==> src/rtl/polar_pkg.sv <==
// Shared types and helpers for the polar frame scheduler.
// Holds the FSM state type and the index-width helper.
package polar_pkg;

    typedef enum logic [2:0] {
        S_IDLE,
        S_LOAD,
        S_FIRE,
        S_WAIT,
        S_DRAIN
    } state_t;

    // Index width for an n-entry range; never narrower than one bit.
    function automatic int idx_w(input int n);
        return (n > 1) ? $clog2(n) : 1;
    endfunction

endpackage

==> src/rtl/polar_frame_sched.sv <==
// Polar frame scheduler: assembles u from frozen mask and serial info
// bits, fires the transform, then streams the codeword out serially.
module polar_frame_sched
    import polar_pkg::*;
#(
    parameter int BITS     = 8,
    parameter int WAIT_MAX = 4
) (
    input  logic            clk,
    input  logic            rst,
    input  logic            start,
    input  logic [BITS-1:0] frozen_mask,
    input  logic            in_valid,
    output logic            in_ready,
    input  logic            in_bit,
    output logic            pt_in_valid,
    output logic [BITS-1:0] pt_u,
    input  logic            pt_out_valid,
    input  logic [BITS-1:0] pt_x,
    output logic            out_valid,
    input  logic            out_ready,
    output logic            out_bit,
    output logic            out_last,
    output logic            busy,
    output logic            done,
    output logic            err
);

    localparam int PW = idx_w(BITS);
    localparam int WW = idx_w(WAIT_MAX);
    localparam logic [PW-1:0] POS_LAST = PW'(BITS - 1);
    localparam logic [WW-1:0] WAIT_LAST = WW'(WAIT_MAX - 1);

    state_t          state;
    logic [PW-1:0]   pos;
    logic [WW-1:0]   wcnt;
    logic [BITS-1:0] mask;
    logic [BITS-1:0] u;
    logic [BITS-1:0] x;
    logic            done_q;
    logic            err_q;

    // Frame sequencing: load u, fire, await result, drain codeword.
    always_ff @(posedge clk) begin
        if (rst) begin
            state  <= S_IDLE;
            pos    <= '0;
            wcnt   <= '0;
            mask   <= '0;
            u      <= '0;
            x      <= '0;
            done_q <= 1'b0;
            err_q  <= 1'b0;
        end else begin
            done_q <= 1'b0;
            unique case (state)
                S_IDLE: begin
                    if (start) begin
                        mask  <= frozen_mask;
                        pos   <= '0;
                        state <= S_LOAD;
                    end
                end
                S_LOAD: begin
                    // Frozen slots advance on their own; info slots wait.
                    if (mask[pos] || in_valid) begin
                        u[pos] <= mask[pos] ? 1'b0 : in_bit;
                        if (pos == POS_LAST) begin
                            pos   <= '0;
                            state <= S_FIRE;
                        end else begin
                            pos <= pos + 1'b1;
                        end
                    end
                end
                S_FIRE: begin
                    wcnt  <= '0;
                    state <= S_WAIT;
                end
                S_WAIT: begin
                    if (pt_out_valid) begin
                        x     <= pt_x;
                        pos   <= '0;
                        state <= S_DRAIN;
                    end else if (wcnt == WAIT_LAST) begin
                        err_q <= 1'b1;
                        wcnt  <= '0;
                        state <= S_IDLE;
                    end else begin
                        wcnt <= wcnt + 1'b1;
                    end
                end
                S_DRAIN: begin
                    if (out_ready) begin
                        if (pos == POS_LAST) begin
                            pos    <= '0;
                            done_q <= 1'b1;
                            state  <= S_IDLE;
                        end else begin
                            pos <= pos + 1'b1;
                        end
                    end
                end
                default: state <= S_IDLE;
            endcase
        end
    end

    assign busy        = (state != S_IDLE);
    assign in_ready    = (state == S_LOAD) && !mask[pos];
    assign pt_in_valid = (state == S_FIRE);
    assign pt_u        = u;
    assign out_valid   = (state == S_DRAIN);
    assign out_bit     = out_valid && x[pos];
    assign out_last    = out_valid && (pos == POS_LAST);
    assign done        = done_q;
    assign err         = err_q;

endmodule

==> config.mk <==
export PLATFORM = sky130hd
export DESIGN_NAME = polar_frame_sched
export DESIGN_NICKNAME = d
export VERILOG_FILES = /design/src/rtl/polar_pkg.sv /design/src/rtl/polar_frame_sched.sv
export SDC_FILE = /design/constraint.sdc
export NUM_CORES = 1
export LEC_CHECK = 0
export CAP_MARGIN = 20
export CELL_PAD_IN_SITES_DETAIL_PLACEMENT = 0
export CELL_PAD_IN_SITES_GLOBAL_PLACEMENT = 1
export CORE_MARGIN = 8
export CORE_UTILIZATION = 30
export DETAILED_ROUTE_END_ITERATION = 8
export PLACE_DENSITY_LB_ADDON = 0.1
export SKIP_CTS_REPAIR_TIMING = 1
export SLEW_MARGIN = 15
export SYNTH_ARGS = -nofsm -noshare
export SYNTH_HDL_FRONTEND = slang
export SYNTH_SLANG_ARGS = --single-unit
export TNS_END_PERCENT = 50
==> constraint.sdc <==
create_clock -name clk -period 2.4 [get_ports clk]
set_input_delay 0.24 -clock clk [delete_from_list [all_inputs] [get_ports clk]]
set_output_delay 0.24 -clock clk [all_outputs]
set_load 0.01 [all_outputs]
==> qor.csv <==
metric,value,unit
mux cell area share after synthesis,0.0873,
Final min period,2300,ps
Post-Synth XOR/XNOR Area,0.00541,
Top Ports,39,
Hold Path Cell Cnt,2,
largest net degree at the start of global routing,21,
unrepaired setup endpoints after global routing,yes,
crit path launch type,flop,
first-pass GRT wire length,7100,µm
critical path arrival,2060,ps
RR Endpoint,state[0]$_SDFFE_PP0P_,
root buffer cell,clkbuf_8,
GRT overflow,0,
Post-synth EDFFs,0,
Die Ht,89.5,µm
Final Util,0.424,
initial cell density of the core,0.313,
Finish-stage setup viols,0,
R2R depth,7,
post-synthesis cell area,1620,µm²
max cap viols,0,
Crit-path slowest cell,mux4_2,
Post-Syn Nets,224,
RR Startpoint,pos[0]$_SDFFE_PP0P_,
Main synth FF type,dfxtp_1,
Netlist cell types,33,
number of buffers created by CTS,5,
status,"complete, no violations",
Bufs on Longest Clock Path,2,
"FFs w/ async S/R, synth",0,
relative slew slack,0.658,
area delta synth->final,35.4,%
VDD IR-drop max,0.242,mV
fin nets,265,
antenna-violating nets left,0,
die width,89.5,µm
Synth Area in Simple Gates,0.273,
number of antenna violations at the first check in global routing,0,
Tcrit/Tclk final,0.956,
synthesized netlist cell count,198,
post-synthesis compound-gate area fraction,0.154,
core area,5170,µm²
diode count,0,
r2r setup slk,180,ps
Total GRT Usage,0.116,
FP Rows,26,
Worst Hold Class,flop to flop,
worst hold start,mask[3]$_SDFFE_PP0P_,
IO Port Bufs,38,
CTS tree,done,
vias per inst,4.82,
WHS Endpoint,mask[3]$_SDFFE_PP0P_,
commonest cells in the netlist,"43 x nand2_1, 34 x dfxtp_1, 28 x a21oi_1, 16 x nor2_1, 11 x clkbuf_1",
post-DP HPWL,3300,µm
Worst-Skew Late Latency,280,ps
Clock Skews,3.65,ps
PwrDens,783,nW/µm²
layout filler cell count,543,
cell type with the largest total area after synthesis,dfxtp_1,
Worst setup EP type,output pin,
"flops & latches, synth",34,
"Seq/Total Area, Yosys",0.420,
GPL Wtd Cong,0.786,
largest family of logic cells by synthesized area,simple AND/OR/NAND/NOR gates,
fmax,0.436,GHz
CP Data Required Time,2160,ps
Synth Area per Inst,8.18,µm²
top-count cell post-synth,nand2_1,
Slew Limit Fails,0,
worst-path cell chain,"buf_6, mux4_2, mux2i_1, nor3_1, clkdlybuf4s50_1",
LEAKAGE,0.000804,µW
DRT Pass-1 Iters,4,
adder-cell share of the synthesized area,0.0232,
"Largest stage delay, worst path",490,ps
Worst-Margin Slew,507,ps
maximum level of the CTS H-tree,2,
maximum net fanout on the critical path,8,
"top cells by area, synth","dfxtp_1 42%, nand2_1 10%, a21oi_1 8.6%, a211oi_1 3.7%, nor2_1 3.7%",
layout cell share with drive strength beyond 1,0.0958,
Clock transition at path regs,70,ps
drt total wl,4300,µm
wire per inst,13.9,µm
die area,8010,µm²
Ys Warns,0,
Starting DRT DRC Count,60,
Synth top area share,0.420,
kind of critical path,flop to output pin,
# clock sinks,34,
Fin. Hold Viols,0,
routed via count,1493,
vias in the first global route,1495,
DRC,0,
Tot Pwr,1720,µW
==> state kept, by name (all words and copies together), names as in the netlist <==
signal  flops
done        1
err         1
x           8
pos         3
state       3
wcnt        2
pt_u        8
mask        8
==> stage by stage <==
stage | hold WS [ps] | setup slack (ps) | TNS (ps) | cell area, µm² | cells
after global routing | 469 | -1.70 | -1.70 | 2190 | 310
after detailed placement | 446 | 256 | 0 | 2090 | 301
final | 455 | 105 | 0 | 2190 | 310
after floorplan | 376 | 370 | 0 | 1620 | 198
after CTS | 456 | -67.7 | -67.7 | 2180 | 309
after global placement | 445 | 312 | 0 | 2090 | 301
==> cell type report <==
cell class | count | area (µm²) | area share
Inverter | 2 | 7.51 | 0.00342
Clock buffer | 7 | 86.3 | 0.0393
Multi-Input combinational cell | 150 | 880 | 0.401
Sequential cell | 34 | 682 | 0.311
Tap cell | 70 | 87.6 | 0.0399
Timing Repair Buffer | 46 | 447 | 0.204
Clock inverter | 1 | 5.00 | 0.00228
==> layout by cell type (no fill, tap or decap), drive strengths merged <==
cell type      count
a211oi             8
a21oi             28
a221oi             1
a222oi             1
a31oi              1
and2               2
and3b              1
and4b              1
buf                8
clkbuf             7
clkdlybuf4s50     37
clkinv             1
dfxtp             34
dlymetal6s2s       1
ha                 3
inv                2
mux2               5
mux2i              4
mux4               2
nand2             43
nand2b             9
nand3              5
nand3b             1
nand4b             1
nand4bb            1
nor2              16
nor2b              3
nor3               6
nor3b              1
nor4bb             1
o22ai              1
o32ai              2
or2                1
or3b               1
xnor2              1
==> kinds of logic after synthesis <==
kind of cell,count (synthesis)
multiplexers,11
adder cells (fa/ha/maj),3
AO/OA/AOI/OAI,42
AND/OR/NAND/NOR,93
flip-flops,34
buffers and inverters,14
XOR/XNOR,1
==> power breakdown <==
part	total, µW	leakage (µW)	switching, µW	internal (µW)
logic	622	0.000480	328	295
clock network	427	0.0000482	196	231
registers	668	0.000276	42.6	626
==> worst max-delay path, delay by kind of cell (launching register included) <==
kind / cells / cell delay, ps
mux: 2 / 640
simple gates: 1 / 70
flops: 1 / 410
buf+inv: 2 / 660
==> metal layers <==
layer	global-route usage	share of wire	routed length, µm
met1	0.132	0.45	1930
met2	0.195	0.50	2140
met3	0.0404	0.049	209
met4	0.0423	0.0054	23
met5	0	0	0
==> worst max path at each step <==
stage / start / end / slack (ps) / cells after the start
after floorplan: pos[0]$_SDFFE_PP0P_ / state[0]$_SDFFE_PP0P_ / 370 / 6
after global placement: pos[0]$_SDFFE_PP0P_ / in_ready / 310 / 5
after global routing: pos[0]$_SDFFE_PP0P_ / out_bit / -2 / 5
after detailed placement: pos[0]$_SDFFE_PP0P_ / in_ready / 260 / 5
final: pos[0]$_SDFFE_PP0P_ / out_bit / 100 / 5
after CTS: pos[0]$_SDFFE_PP0P_ / in_ready / -70 / 5
Note: power is estimated with default switching activity, not from simulation.
==> variant 1, RTL diff (same settings) <==
Put one more register stage on the output `err`, without a reset. The value now appears one clock later. The other outputs are not delayed to match.
--- a/src/rtl/polar_frame_sched.sv
+++ b/src/rtl/polar_frame_sched.sv
@@ -114,7 +114,9 @@
     assign out_bit     = out_valid && x[pos];
     assign out_last    = out_valid && (pos == POS_LAST);
     assign done        = done_q;
-    assign err         = err_q;
+    always_ff @(posedge clk) begin
+        err <= err_q;
+    end
 
 endmodule
 
Check against the original RTL: no difference found for any inputs over 10 cycles, from zero or initial values and one cycle with rst high; that may be too few to reach the edited logic, so the function may still have changed.
==> variant 1 against the unedited design <==
- power up 0.32%
- setup slack improved by 0.10 ns
- area after synthesis rose by 1.2%
- non-clock buffer count decreased by 2
- wire length is 1.7% lower
- final area increased by 0.17%
- sequential cell count increased by 1
- die area up 1.0%
==> variant 1: results (changes against the unedited design) <==
- Post-Place Cells: 303 (was 301)
- Clock insertion delay at the later pin of the skew report: 0.29 ns
- Number of buffers added on ports: 38 (unchanged)
- DRT Wirelength: 4.22 mm (was 4.30 mm)
- Netlist cell types: 33 (unchanged)
- Worst Path Arrival: 1.95 ns (was 2.06 ns)
- Total number of vias: 1,473 (was 1,493)
- GPL Wtd Cong: 0.732 (was 0.786)
- Layout Cells excl Fill: 310 (unchanged)
- First-pass GRT wire length: 7.11 mm (was 7.10 mm)
- All-Layer GR Usage: 10.7% (was 11.6%)
- Post-synthesis sequential area ratio: 42.7% (was 42.0%)
- Reg2reg path depth: 6 (was 7)
- Total CTS buffers: 5 (unchanged)
- Worst path slowest cell: clkdlybuf4s50_1 (was mux4_2)
- Fraction of registers with async set/reset: 0% (unchanged)
- Reg-to-reg critical path startpoint: pos[0] (unchanged)
- CTS H-Tree Depth: 2 (unchanged)
- Leakage Power: 0.000820 uW (was 0.000804 uW)
- Crit Path Max Fanout: 8 (unchanged)
- DPL Wire Length: 3.25 mm (was 3.30 mm)
- Largest cells by area after synthesis: dfxtp_1 43%, nand2_1 9.8%, a21oi_1 8.5%, a211oi_1 3.7%, nor2_1 3.7% (was dfxtp_1 42%, nand2_1 10%, a21oi_1 8.6%, a211oi_1 3.7%, nor2_1 3.7%)
- Yosys warnings: 0 (unchanged)
- Layout cell share with drive strength beyond 1: 9.24% (was 9.58%)
- Max incr delay on CP: 0.55 ns (was 0.49 ns)
- R2R Path End: state[0] (unchanged)
- Setup slack, reg-to-reg: 0.34 ns (was 0.18 ns)
- First drt pass iteration count: 4 (unchanged)
- Hold path endpoint: err (was mask[3])
- Mux cell area share after synthesis: 8.62% (was 8.73%)
- Clk slew on worst S/H paths: 0.06 ns
- CTS Buffer Depth: 2 (unchanged)
- Worst-case clock skew: 0.00654 ns (was 0.00365 ns)
- Peak supply drop: 0.340 mV (was 0.242 mV)
- Status: finished clean (unchanged)
- Hold path depth: 0 (was 2)
- Hold Startpoint: err_q (was mask[3])
- Root Driver: clkbuf_8 (unchanged)
- Synth cell count leaders: 43 x nand2_1, 35 x dfxtp_1, 28 x a21oi_1 (was 43 x nand2_1, 34 x dfxtp_1, 28 x a21oi_1)
- Layout net count: 264 (was 265)
- First DRT Iteration DRCs: 145 (was 60)
- ANT cells: 0 (unchanged)
- Number of fillers in the final layout: 557 (was 543)
- Endpoints failing setup: 0 (unchanged)
- Compound-gate portion of the synthesized area: 15.2% (was 15.4%)
- Area share of fa/ha/maj cells after synthesis: 2.29% (was 2.32%)
- Syn_nets: 225 (was 224)
- Worst slew margin: 66.1% (was 65.8%)
- Mean Syn Cell Area: 8.24 um^2 (was 8.18 um^2)
- Synth Area in XOR/XNOR: 0.534% (was 0.541%)
- Top cell type's share of synthesized area: 42.7% (was 42.0%)
- Main synth FF type: dfxtp_1 (unchanged)
- Largest net degree at the start of global routing: 19 (was 21)
==> variant 1: worst max-delay path by stage <==
stage | to | startpoint | slack, ns | cells past startpoint
floorplan | state[0] | pos[0] | 0.37 | 6
CTS | in_ready | pos[0] | -0.09 | 5
detailed placement | in_ready | pos[0] | 0.23 | 5
global route | out_last | pos[0] | 0.07 | 5
finish | out_last | pos[0] | 0.21 | 5
global placement | in_ready | pos[0] | 0.29 | 5
==> variant 1: cell type report <==
cell class	count	area share, %
multi-input combinational	150	40.0
sequential	35	32.0
timing repair buffer	44	19.6
tap	72	4.10
clock buffer	6	3.76
inverter	2	0.341
clock inverter	1	0.228
==> variant 1: kinds of logic (layout without fill, tap and decap cells) <==
| logic type | after synthesis | count (layout) |
|---|---|---|
| adders and majority gates | 3 | 3 |
| AOI/OAI and AO/OA | 42 | 42 |
| buffers and inverters | 14 | 53 |
| and+or+nand+nor | 93 | 93 |
| xor gates and xnor gates | 1 | 1 |
| DFF | 35 | 35 |
| muxes | 11 | 11 |
==> variant 1: power breakdown <==
group	total, uW	leakage (uW)	switching [uW]	internal (uW)
sequential	703	0.000285	59.5	643
clock	430	0.0000470	205	225
combinational	591	0.000488	313	278
total	1720	0.000820	577	1150
==> variant 1: stage by stage <==
stage                     hold slack (ns)  cell area (um^2)  setup slack (ns)  TNS (ns)  total power (uW)
after floorplan                     0.331              1640             0.370         0              1090
after global placement              0.343              2100             0.285         0              1290
after detailed placement            0.351              2100             0.229         0              1310
after CTS                           0.358              2190           -0.0887    -0.121              1740
after global routing                0.363              2200            0.0718         0              1830
final                               0.358              2200             0.208         0              1720
==> variant 1: critical path, delay by kind of cell (launching register included) <==
kind	cells	cell delay (ns)
and+or+nand+nor	1	0.19
DFF	1	0.37
adders and majority gates	2	0.37
buffers and inverters	2	0.74
==> variant 1: per-layer routing <==
| layer | global-route usage [%] | routed length [um] | vias to the layer above |
|---|---|---|---|
| li1 | - | - | 765 |
| met1 | 11.7 | 1950 | 670 |
| met2 | 17.9 | 1970 | 30 |
| met3 | 4.07 | 194 | 8 |
| met4 | 4.72 | 99 | 0 |
| met5 | 0 | 0 | - |
==> variant 2, RTL diff (same flow settings) <==
Made on the original files. Set the parameter `BITS` to 12 (it was 8).
--- a/src/rtl/polar_frame_sched.sv
+++ b/src/rtl/polar_frame_sched.sv
@@ -3,7 +3,7 @@
 module polar_frame_sched
     import polar_pkg::*;
 #(
-    parameter int BITS     = 8,
+    parameter int BITS     = 12,
     parameter int WAIT_MAX = 4
 ) (
     input  logic            clk,
Interface: changed (resized frozen_mask, pt_u and pt_x); port bits go from 39 to 51. No check against the original RTL was run, so the function may have changed too.
==> variant 2 against the unedited design <==
- power grew 32%
- final area grew 37%
- wire length grew 32%
- combinational power grew 17%
- synthesized cell count grew 36%
- largest cell class unchanged
- via count grew 32%
- count of clock-buffer cells in the layout shrank 1
- sequential share of layout area grew 0.41 points
- maximum frequency grew 2.7%
- sequential cell count grew 13
- area after synthesis grew 43%
- setup slack gained 0.061 ns
- clock power grew 43%
==> variant 2: results (changes against the unedited design) <==
- Status: finished clean (unchanged)
- First DRT Iteration DRCs: 32 (was 60)
- DPL Wire Length: 4.31 mm (was 3.30 mm)
- DRT Wirelength: 5.67 mm (was 4.30 mm)
- Placed cell area: 2870 um^2 (was 2090 um^2)
- R2R Path End: pos[2] (was state[0])
- All-Layer GR Usage: 10.7% (was 11.6%)
- Layout Cells excl Fill: 414 (was 310)
- Clock insertion delay at the later pin of the skew report: 0.30 ns (was 0.28 ns)
- Compound-gate portion of the synthesized area: 11.8% (was 15.4%)
- Netlist cell types: 47 (was 33)
- Vias in the first global route: 2,059 (was 1,495)
- Final WS setup: 0.165 ns (was 0.105 ns)
- Hold Startpoint: x[10] (was mask[3])
- Worst Path Arrival: 1.99 ns (was 2.06 ns)
- Synth cell count leaders: 62 x nand2_1, 47 x dfxtp_1, 31 x a21oi_1 (was 43 x nand2_1, 34 x dfxtp_1, 28 x a21oi_1)
- Pre-CTS setup slack: 0.0261 ns (was 0.256 ns)
- Mux cell area share after synthesis: 12.8% (was 8.73%)
- Layout net count: 347 (was 265)
- GPL Wtd Cong: 0.744 (was 0.786)
- Area share of fa/ha/maj cells after synthesis: 2.69% (was 2.32%)
- Hold path endpoint: x[10] (was mask[3])
- Leakage Power: 0.00116 uW (was 0.000804 uW)
- First-pass GRT wire length: 9.76 mm (was 7.10 mm)
- Reg2reg path depth: 6 (was 7)
- Worst path slowest cell: clkdlybuf4s50_1 (was mux4_2)
- Delay-heaviest family, CP: buffers and inverters (unchanged)
- Largest net degree at the start of global routing: 48 (was 21)
- Synth Area in XOR/XNOR: 0.377% (was 0.541%)
- Number of fillers in the final layout: 809 (was 543)
- Syn_nets: 305 (was 224)
- Post-synthesis sequential area ratio: 40.5% (was 42.0%)
- Setup slack, reg-to-reg: 0.29 ns (was 0.18 ns)
- Max incr delay on CP: 0.56 ns (was 0.49 ns)
- Post-Synthesis Cells: 269 (was 198)
- Worst-case clock skew: 0.00885 ns (was 0.00365 ns)
- Number of buffers added on ports: 50 (was 38)
- Peak supply drop: 0.281 mV (was 0.242 mV)
- Post-Place Cells: 406 (was 301)
- Root Driver: clkbuf_8 (unchanged)
- Worst-margin pin slew: 0.829 ns (was 0.507 ns)
- Total number of vias: 1,973 (was 1,493)
- CP endpoint: out_last (was out_bit)
- Layout cell share with drive strength beyond 1: 9.62% (was 9.58%)
- Largest cells by area after synthesis: dfxtp_1 40%, nand2_1 10%, a21oi_1 6.7%, mux2i_1 6.0%, nand2b_1 3.5% (was dfxtp_1 42%, nand2_1 10%, a21oi_1 8.6%, a211oi_1 3.7%, nor2_1 3.7%)
-- variant 2: changes by cell type after synthesis, sizes merged, moves of 8 or more --
cell | unedited run | this run
nand4 | 0 | 8
dfxtp | 34 | 47
buf | 1 | 10
a211oi | 8 | 0
mux2i | 4 | 14
nand2 | 43 | 63
-- variant 2: stage by stage --
step,hold slack [ns],TNS [ns],total power (uW),utilization (%)
after floorplan,0.375,0,1470,-
after global placement,0.445,0,1690,37.7
after detailed placement,0.449,0,1690,37.7
after CTS,0.461,-0.615,2300,39.3
after global routing,0.466,0,2420,39.5
final,0.457,0,2270,39.5
-- variant 2: worst reg2reg max path: stages (launching register included) --
cell,delay [ns]
dfxtp_4,0.39
buf_6,0.14
mux4_2,0.55
a2111o_1,0.47
o211ai_2,0.19
or3_1,0.20
a21oi_2,0.05
-- variant 2: per-layer routing --
layer | share of wire (%) | global-route usage [%]
met5 | 0 | 0
met1 | 45 | 12.1
met3 | 4.2 | 3.22
met4 | 1.4 | 3.41
met2 | 50 | 18.9
-- variant 2: cell type report --
type | count | area (um^2) | share of cell area (%)
tap | 102 | 128 | 4.25
timing repair buffer | 54 | 539 | 18.0
inverter | 9 | 35.0 | 1.17
sequential | 47 | 946 | 31.5
multi-input combinational | 194 | 1240 | 41.2
clock inverter | 2 | 35.0 | 1.17
clock buffer | 6 | 82.6 | 2.75
-- variant 2: power by group --
group | switching (uW) | internal, uW | leakage [uW] | total [uW]
Sequential | 76.4 | 857 | 0.000382 | 933
Combinational | 388 | 341 | 0.000714 | 730
Clock | 273 | 338 | 0.0000612 | 610
-- variant 2: kinds of logic (layout without fill, tap and decap cells) --
kind of cell    Yosys count  count (layout)
simple gates            122             122
fa+ha+maj                 5               5
mux                      21              21
buf+inv                  28              71
compound gates           45              45
xor+xnor                  1               1
flops                    47              47
